`src/rtl/libv_deque.sv`:
```
// libv_deque: storage-side responder for the libv deque command protocol.
//
// Holds up to N entries of W bits in a circular buffer. Commands can push or
// pop at either end. Popped data comes back on a registered response channel.
// N may be any integer >= 2; pointer wrap is explicit, so N does not have to
// be a power of two.
//
// Ports:
//   clk      in   rising-edge clock
//   arst_n   in   asynchronous active-low reset
//   cmd_vld  in   command valid
//   cmd_op   in   libv_pkg::deque_op_t command
//   cmd_dat  in   push data (ignored for pops)
//   cmd_rdy  out  command ready (combinational)
//   rsp_vld  out  pop response valid (registered)
//   rsp_dat  out  popped data (registered)
//   rsp_rdy  in   response accepted by consumer
//   err      out  one-cycle pulse: last accepted command was rejected
//   empty    out  occupancy == 0 (registered)
//   full     out  occupancy == N (registered)

package libv_pkg;
  typedef enum logic [1:0] {
    OpPushFront = 2'b00,
    OpPopFront  = 2'b01,
    OpPushBack  = 2'b10,
    OpPopBack   = 2'b11
  } deque_op_t;
endpackage

module libv_deque
  import libv_pkg::*;
#(
  parameter int N = 8,
  parameter int W = 32
) (
  input  logic         clk,
  input  logic         arst_n,
  input  logic         cmd_vld,
  input  deque_op_t    cmd_op,
  input  logic [W-1:0] cmd_dat,
  output logic         cmd_rdy,
  output logic         rsp_vld,
  output logic [W-1:0] rsp_dat,
  input  logic         rsp_rdy,
  output logic         err,
  output logic         empty,
  output logic         full
);

  localparam int            PW       = (N > 1) ? $clog2(N) : 1;
  localparam int            CW       = $clog2(N + 1);
  localparam logic [PW-1:0] LAST     = PW'(N - 1);
  localparam logic [CW-1:0] CNT_FULL = CW'(N);

  logic [W-1:0]  r_mem [N];
  logic [PW-1:0] r_head;     // index of the front element
  logic [PW-1:0] r_tail;     // index of the next free back slot
  logic [CW-1:0] r_count;
  logic          r_rsp_vld;
  logic [W-1:0]  r_rsp_dat;
  logic          r_err;
  logic          r_empty;
  logic          r_full;

  logic [PW-1:0] w_head_inc;
  logic [PW-1:0] w_head_dec;
  logic [PW-1:0] w_tail_inc;
  logic [PW-1:0] w_tail_dec;
  logic          w_accept;
  logic          w_is_push;
  logic          w_is_pop;
  logic          w_push_ok;
  logic          w_pop_ok;
  logic          w_reject;
  logic [CW-1:0] w_count_nxt;
  logic [W-1:0]  w_pop_dat;

  // Explicit modulo-N wrap in both directions.
  assign w_head_inc = (r_head == LAST) ? '0 : r_head + 1'b1;
  assign w_head_dec = (r_head == '0) ? LAST : r_head - 1'b1;
  assign w_tail_inc = (r_tail == LAST) ? '0 : r_tail + 1'b1;
  assign w_tail_dec = (r_tail == '0) ? LAST : r_tail - 1'b1;

  // Handshake: a command is taken on cmd_vld && cmd_rdy. cmd_rdy only drops
  // while a response is held (rsp_vld && !rsp_rdy), so a pop can always land
  // in the response register in the cycle it is accepted. A response is
  // consumed on rsp_vld && rsp_rdy; a pop accepted in that same cycle
  // overwrites it and keeps rsp_vld high.
  assign cmd_rdy  = !(r_rsp_vld && !rsp_rdy);
  assign w_accept = cmd_vld && cmd_rdy;

  assign w_is_push = (cmd_op == OpPushFront) || (cmd_op == OpPushBack);
  assign w_is_pop  = (cmd_op == OpPopFront) || (cmd_op == OpPopBack);
  assign w_push_ok = w_accept && w_is_push && !r_full;
  assign w_pop_ok  = w_accept && w_is_pop && !r_empty;
  assign w_reject  = w_accept && ((w_is_push && r_full) || (w_is_pop && r_empty));

  assign w_pop_dat = (cmd_op == OpPopFront) ? r_mem[r_head] : r_mem[w_tail_dec];

  always_comb begin
    w_count_nxt = r_count;
    if (w_push_ok) begin
      w_count_nxt = r_count + 1'b1;
    end else if (w_pop_ok) begin
      w_count_nxt = r_count - 1'b1;
    end
  end

  // Storage has no reset; only pointers and count define what is valid.
  always_ff @(posedge clk) begin
    if (w_push_ok) begin
      if (cmd_op == OpPushBack) begin
        r_mem[r_tail] <= cmd_dat;
      end else begin
        r_mem[w_head_dec] <= cmd_dat;
      end
    end
  end

  always_ff @(posedge clk or negedge arst_n) begin
    if (!arst_n) begin
      r_head    <= '0;
      r_tail    <= '0;
      r_count   <= '0;
      r_rsp_vld <= 1'b0;
      r_rsp_dat <= '0;
      r_err     <= 1'b0;
      r_empty   <= 1'b1;
      r_full    <= 1'b0;
    end else begin
      r_err   <= w_reject;
      r_count <= w_count_nxt;
      r_empty <= (w_count_nxt == '0);
      r_full  <= (w_count_nxt == CNT_FULL);

      if (w_push_ok) begin
        if (cmd_op == OpPushBack) begin
          r_tail <= w_tail_inc;
        end else begin
          r_head <= w_head_dec;
        end
      end

      if (w_pop_ok) begin
        if (cmd_op == OpPopFront) begin
          r_head <= w_head_inc;
        end else begin
          r_tail <= w_tail_dec;
        end
      end

      if (w_pop_ok) begin
        r_rsp_vld <= 1'b1;
        r_rsp_dat <= w_pop_dat;
      end else if (r_rsp_vld && rsp_rdy) begin
        r_rsp_vld <= 1'b0;
      end
    end
  end

  assign rsp_vld = r_rsp_vld;
  assign rsp_dat = r_rsp_dat;
  assign err     = r_err;
  assign empty   = r_empty;
  assign full    = r_full;

  // Every 2-bit opcode is legal; only an unknown opcode is flagged.
  a_cmd_op_known: assert property (@(posedge clk) disable iff (!arst_n)
    cmd_vld |-> !$isunknown(cmd_op));

endmodule

```
`config.mk`:
```
export PLATFORM = sky130hd
export DESIGN_NAME = libv_deque
export DESIGN_NICKNAME = d
export VERILOG_FILES = /design/src/rtl/libv_deque.sv
export SDC_FILE = /design/constraint.sdc
export NUM_CORES = 1
export LEC_CHECK = 0
export CORE_MARGIN = 4
export CORE_UTILIZATION = 40
export CTS_CLUSTER_SIZE = 28
export DETAILED_ROUTE_END_ITERATION = 8
export GPL_TIMING_DRIVEN = 0
export PLACE_DENSITY = 0.61
export SLEW_MARGIN = 20
export SYNTH_ARGS = -nofsm -noshare
export SYNTH_HDL_FRONTEND = slang
export SYNTH_SLANG_ARGS = --single-unit
```
`constraint.sdc`:
```
create_clock -name clk -period 4.4 [get_ports clk]
set_input_delay 1.1 -clock clk [delete_from_list [all_inputs] [get_ports clk]]
set_output_delay 1.1 -clock clk [all_outputs]
set_load 0.02 [all_outputs]
```
==> out/metrics.cfg <==
[run_status]
status=complete, no violations

[timing]
finClkSkew_ns=0.0225
fin_hold_ws_ns=0.463
max_freq_ghz=0.256
rsz0062_at_grt=no
slew_violations=0
hold_viol=0
fin_crit_sh=0.888
worst_pin_slew_ns=0.915
finalCriticalPeriod_ns=3.91
slew-limit-headroom=0.390
setup_viol=0

[worst_setup_path]
path_class=register to register
crit_path_max_incr_delay_ns=0.69
end_kind=register
r2r_end=r_mem[3][22]
cp_max_fo=17
r2r_slack_ns=0.49
worst_r2r_path_depth=10
r2r_start=r_head[1]
critPathLaunchType=register
cp_data_required_time_ns=4.65
crit_chain=buf_2 -> clkbuf_1 -> inv_1 -> ha_1 -> nor3_1 -> a21oi_1 -> mux2_2 -> or2_1 -> nor2_4 -> buf_16
critPathSlowestCell=clkbuf_1
worstPathArrival_ns=4.16

[synth]
ys_seq_elements=302
seq_area_frac_synth=0.648
synth.area.top_cells=edfxtp_1, mux4_2, dfrtp_1
netlist.area_leader.share=0.563
ys_warn_count=0
synth_cell_type_count=44
avgSynthCellArea_um2=19.1
synth_fp_nets=762
synthArstFlopShare=0.152
synth-main-ff-cell=edfxtp_1
synth-edff-count=256
synth.largest_area_cell=edfxtp_1
syn-cell-area_um2=13600
syn_inst=714

[placement]
placedCellCount=1249
hpwl_mm=22.4
globalplace.congestion=0.738
dpl_cell_area_um2=15300
portBuffers=74

[power]
seqPwrFrac=0.344
p_leak_nw=5.48
combPwrFrac=0.415
power_frac_clock=0.241
power_density_nw_per_um2=658
total_power_w=0.0107
switching_share=0.324
power.switching_w=0.00348
internal_power_w=0.00726
vdd.ir_drop.worst_mv=0.365

[global_routing]
grt_antenna_before_repair=1
grt_max_degree=26
grt_pass1_vias=8127
overflow=0
grt_pass1_wl_mm=52.1
grt_use_total=0.191

[cts]
postCtsSetupRepairBufs=0
path_clk_slew_ns=0.06
cts_tree=done
clkLatencyLatePin_ns=0.57
cts.sinks=302
root_buffer=clkbuf_16
cts_htree_levels=1
cts_buffer_depth=3
cts_hold_buf=0
cts_inserted_buffers=31
cts_resized=0

[final_layout]
fin_area_um2=16300
syn_to_final_growth_pct=19.6
final_nets=882
final_layout_size_suffix_gt1_frac=0.281
mostFrequentLayoutCell=edfxtp_1
fillers=2755
fin_cells=1308
final_cell_mix=edfxtp_1, mux4_2, clkdlybuf4s50_1, a22oi_1

[route]
drtIter0Drc=740
wl_per_cell_um=26.7
drt_wl_total_mm=34.9
drtAntennaViolNets=0
drc=0
num_vias=7629
via_per_inst=5.83
drtPass1Iterations=5

[floorplanning]
die_h_um=193
fp.dieArea_um2=37100
core-area_um2=33600
rows=67
pin_count=75
die_w_um=193
start_util=0.406

[job]
cap_violations=0

[worst_hold_path]
hp-class=input port to asynchronous set/reset pin

[Yosys cell counts, types with 2 or more instances]
cell / number
nand3_1: 4
nand4b_1: 2
a21oi_1: 8
edfxtp_1: 256
nand2b_1: 6
o22ai_1: 3
o21ai_0: 2
clkbuf_1: 31
buf_2: 14
dfrtp_1: 45
buf_1: 2
mux4_1: 8
and3_1: 2
ha_1: 10
inv_1: 7
buf_12: 4
mux2_2: 33
mux2i_1: 2
a22oi_1: 64
nor2_1: 16
nor3_1: 5
nand2_1: 45
xnor2_1: 2
mux4_2: 120
nor3b_1: 2
a22o_1: 2
o21ai_1: 2
[cells by family (layout without fill, tap and decap cells)]
logic type               count (synthesis)  after routing  synth area share
AO/OA/AOI/OAI                           88             88            0.0464
XOR/XNOR                                 3              3           0.00193
adder cells (fa/ha/maj)                 10             10           0.00917
buffers and inverters                   61            206            0.0237
flip-flops                             302            302             0.648
multiplexers                           163            163             0.242
other                                    0              1                 0
AND/OR/NAND/NOR                         87             87            0.0287
[power by group through the flow]
stage | Sequential [W] | Clock [W] | Combinational (W)
floorplan | 0.00386 | 0 | 0.00300
global placement | 0.00376 | 0 | 0.00439
detailed placement | 0.00374 | 0 | 0.00453
CTS | 0.00369 | 0.00264 | 0.00454
global route | 0.00372 | 0.00277 | 0.00481
finish | 0.00369 | 0.00259 | 0.00446
[final cells by class]
cell class,instances,area [µm²],share of cell area
timing repair buffer,87,1050,0.0641
clock buffer,45,858,0.0526
buffer,53,293,0.0179
antenna,1,2.50,0.000153
inverter,8,30.0,0.00184
multi-input combinational,351,4540,0.278
sequential,302,8840,0.542
tap,448,561,0.0344
clock inverter,13,145,0.00890
[metrics by stage]
| step | worst slack, ns | setup TNS [ns] | util |
|---|---|---|---|
| after floorplan | 0.401 | 0 | - |
| after CTS | 0.483 | 0 | 0.485 |
| final | 0.492 | 0 | 0.485 |
| after global routing | 0.295 | 0 | 0.485 |
| after detailed placement | 0.318 | 0 | 0.455 |
| after global placement | -1.92 | -452.34 | 0.445 |
[sequential cells by signal, summed over array words and instances (netlist names), 3 cells and up]
register	cells
r_mem	256
rsp_dat	32
r_count	4
r_head	3
r_tail	3
[routing by layer]
layer | share of wire | vias up | GRT usage
li1 | - | 3260 | -
met1 | 0.42 | 4046 | 0.266
met2 | 0.49 | 254 | 0.316
met3 | 0.060 | 67 | 0.0300
met4 | 0.028 | 2 | 0.0499
met5 | 0.00037 | - | 0
[how the worst max path moves through the flow]
stage | slack (ns) | startpoint | cells after the start | end
2_1_floorplan | 0.40 | rsp_rdy | 6 | r_mem[1][0]
3_3_place_gp | -1.92 | cmd_op[0] | 6 | r_mem[4][7]
3_5_place_dp | 0.32 | cmd_op[0] | 7 | r_mem[3][12]
4_1_cts | 0.48 | r_head[1] | 10 | r_mem[3][22]
5_1_grt | 0.30 | r_head[1] | 10 | r_mem[3][23]
6_report | 0.49 | r_head[1] | 10 | r_mem[3][22]
[critical path: cells and delay by family, from the launching register on]
kind                       cells  cell delay, ns
AOI/OAI and AO/OA              1            0.06
adders and majority gates      1            0.27
buffers and inverters          4            1.42
DFF                            1            0.41
muxes                          1            0.32
and+or+nand+nor                3            1.11
No activity file was read; power rests on OpenSTA's default activity.
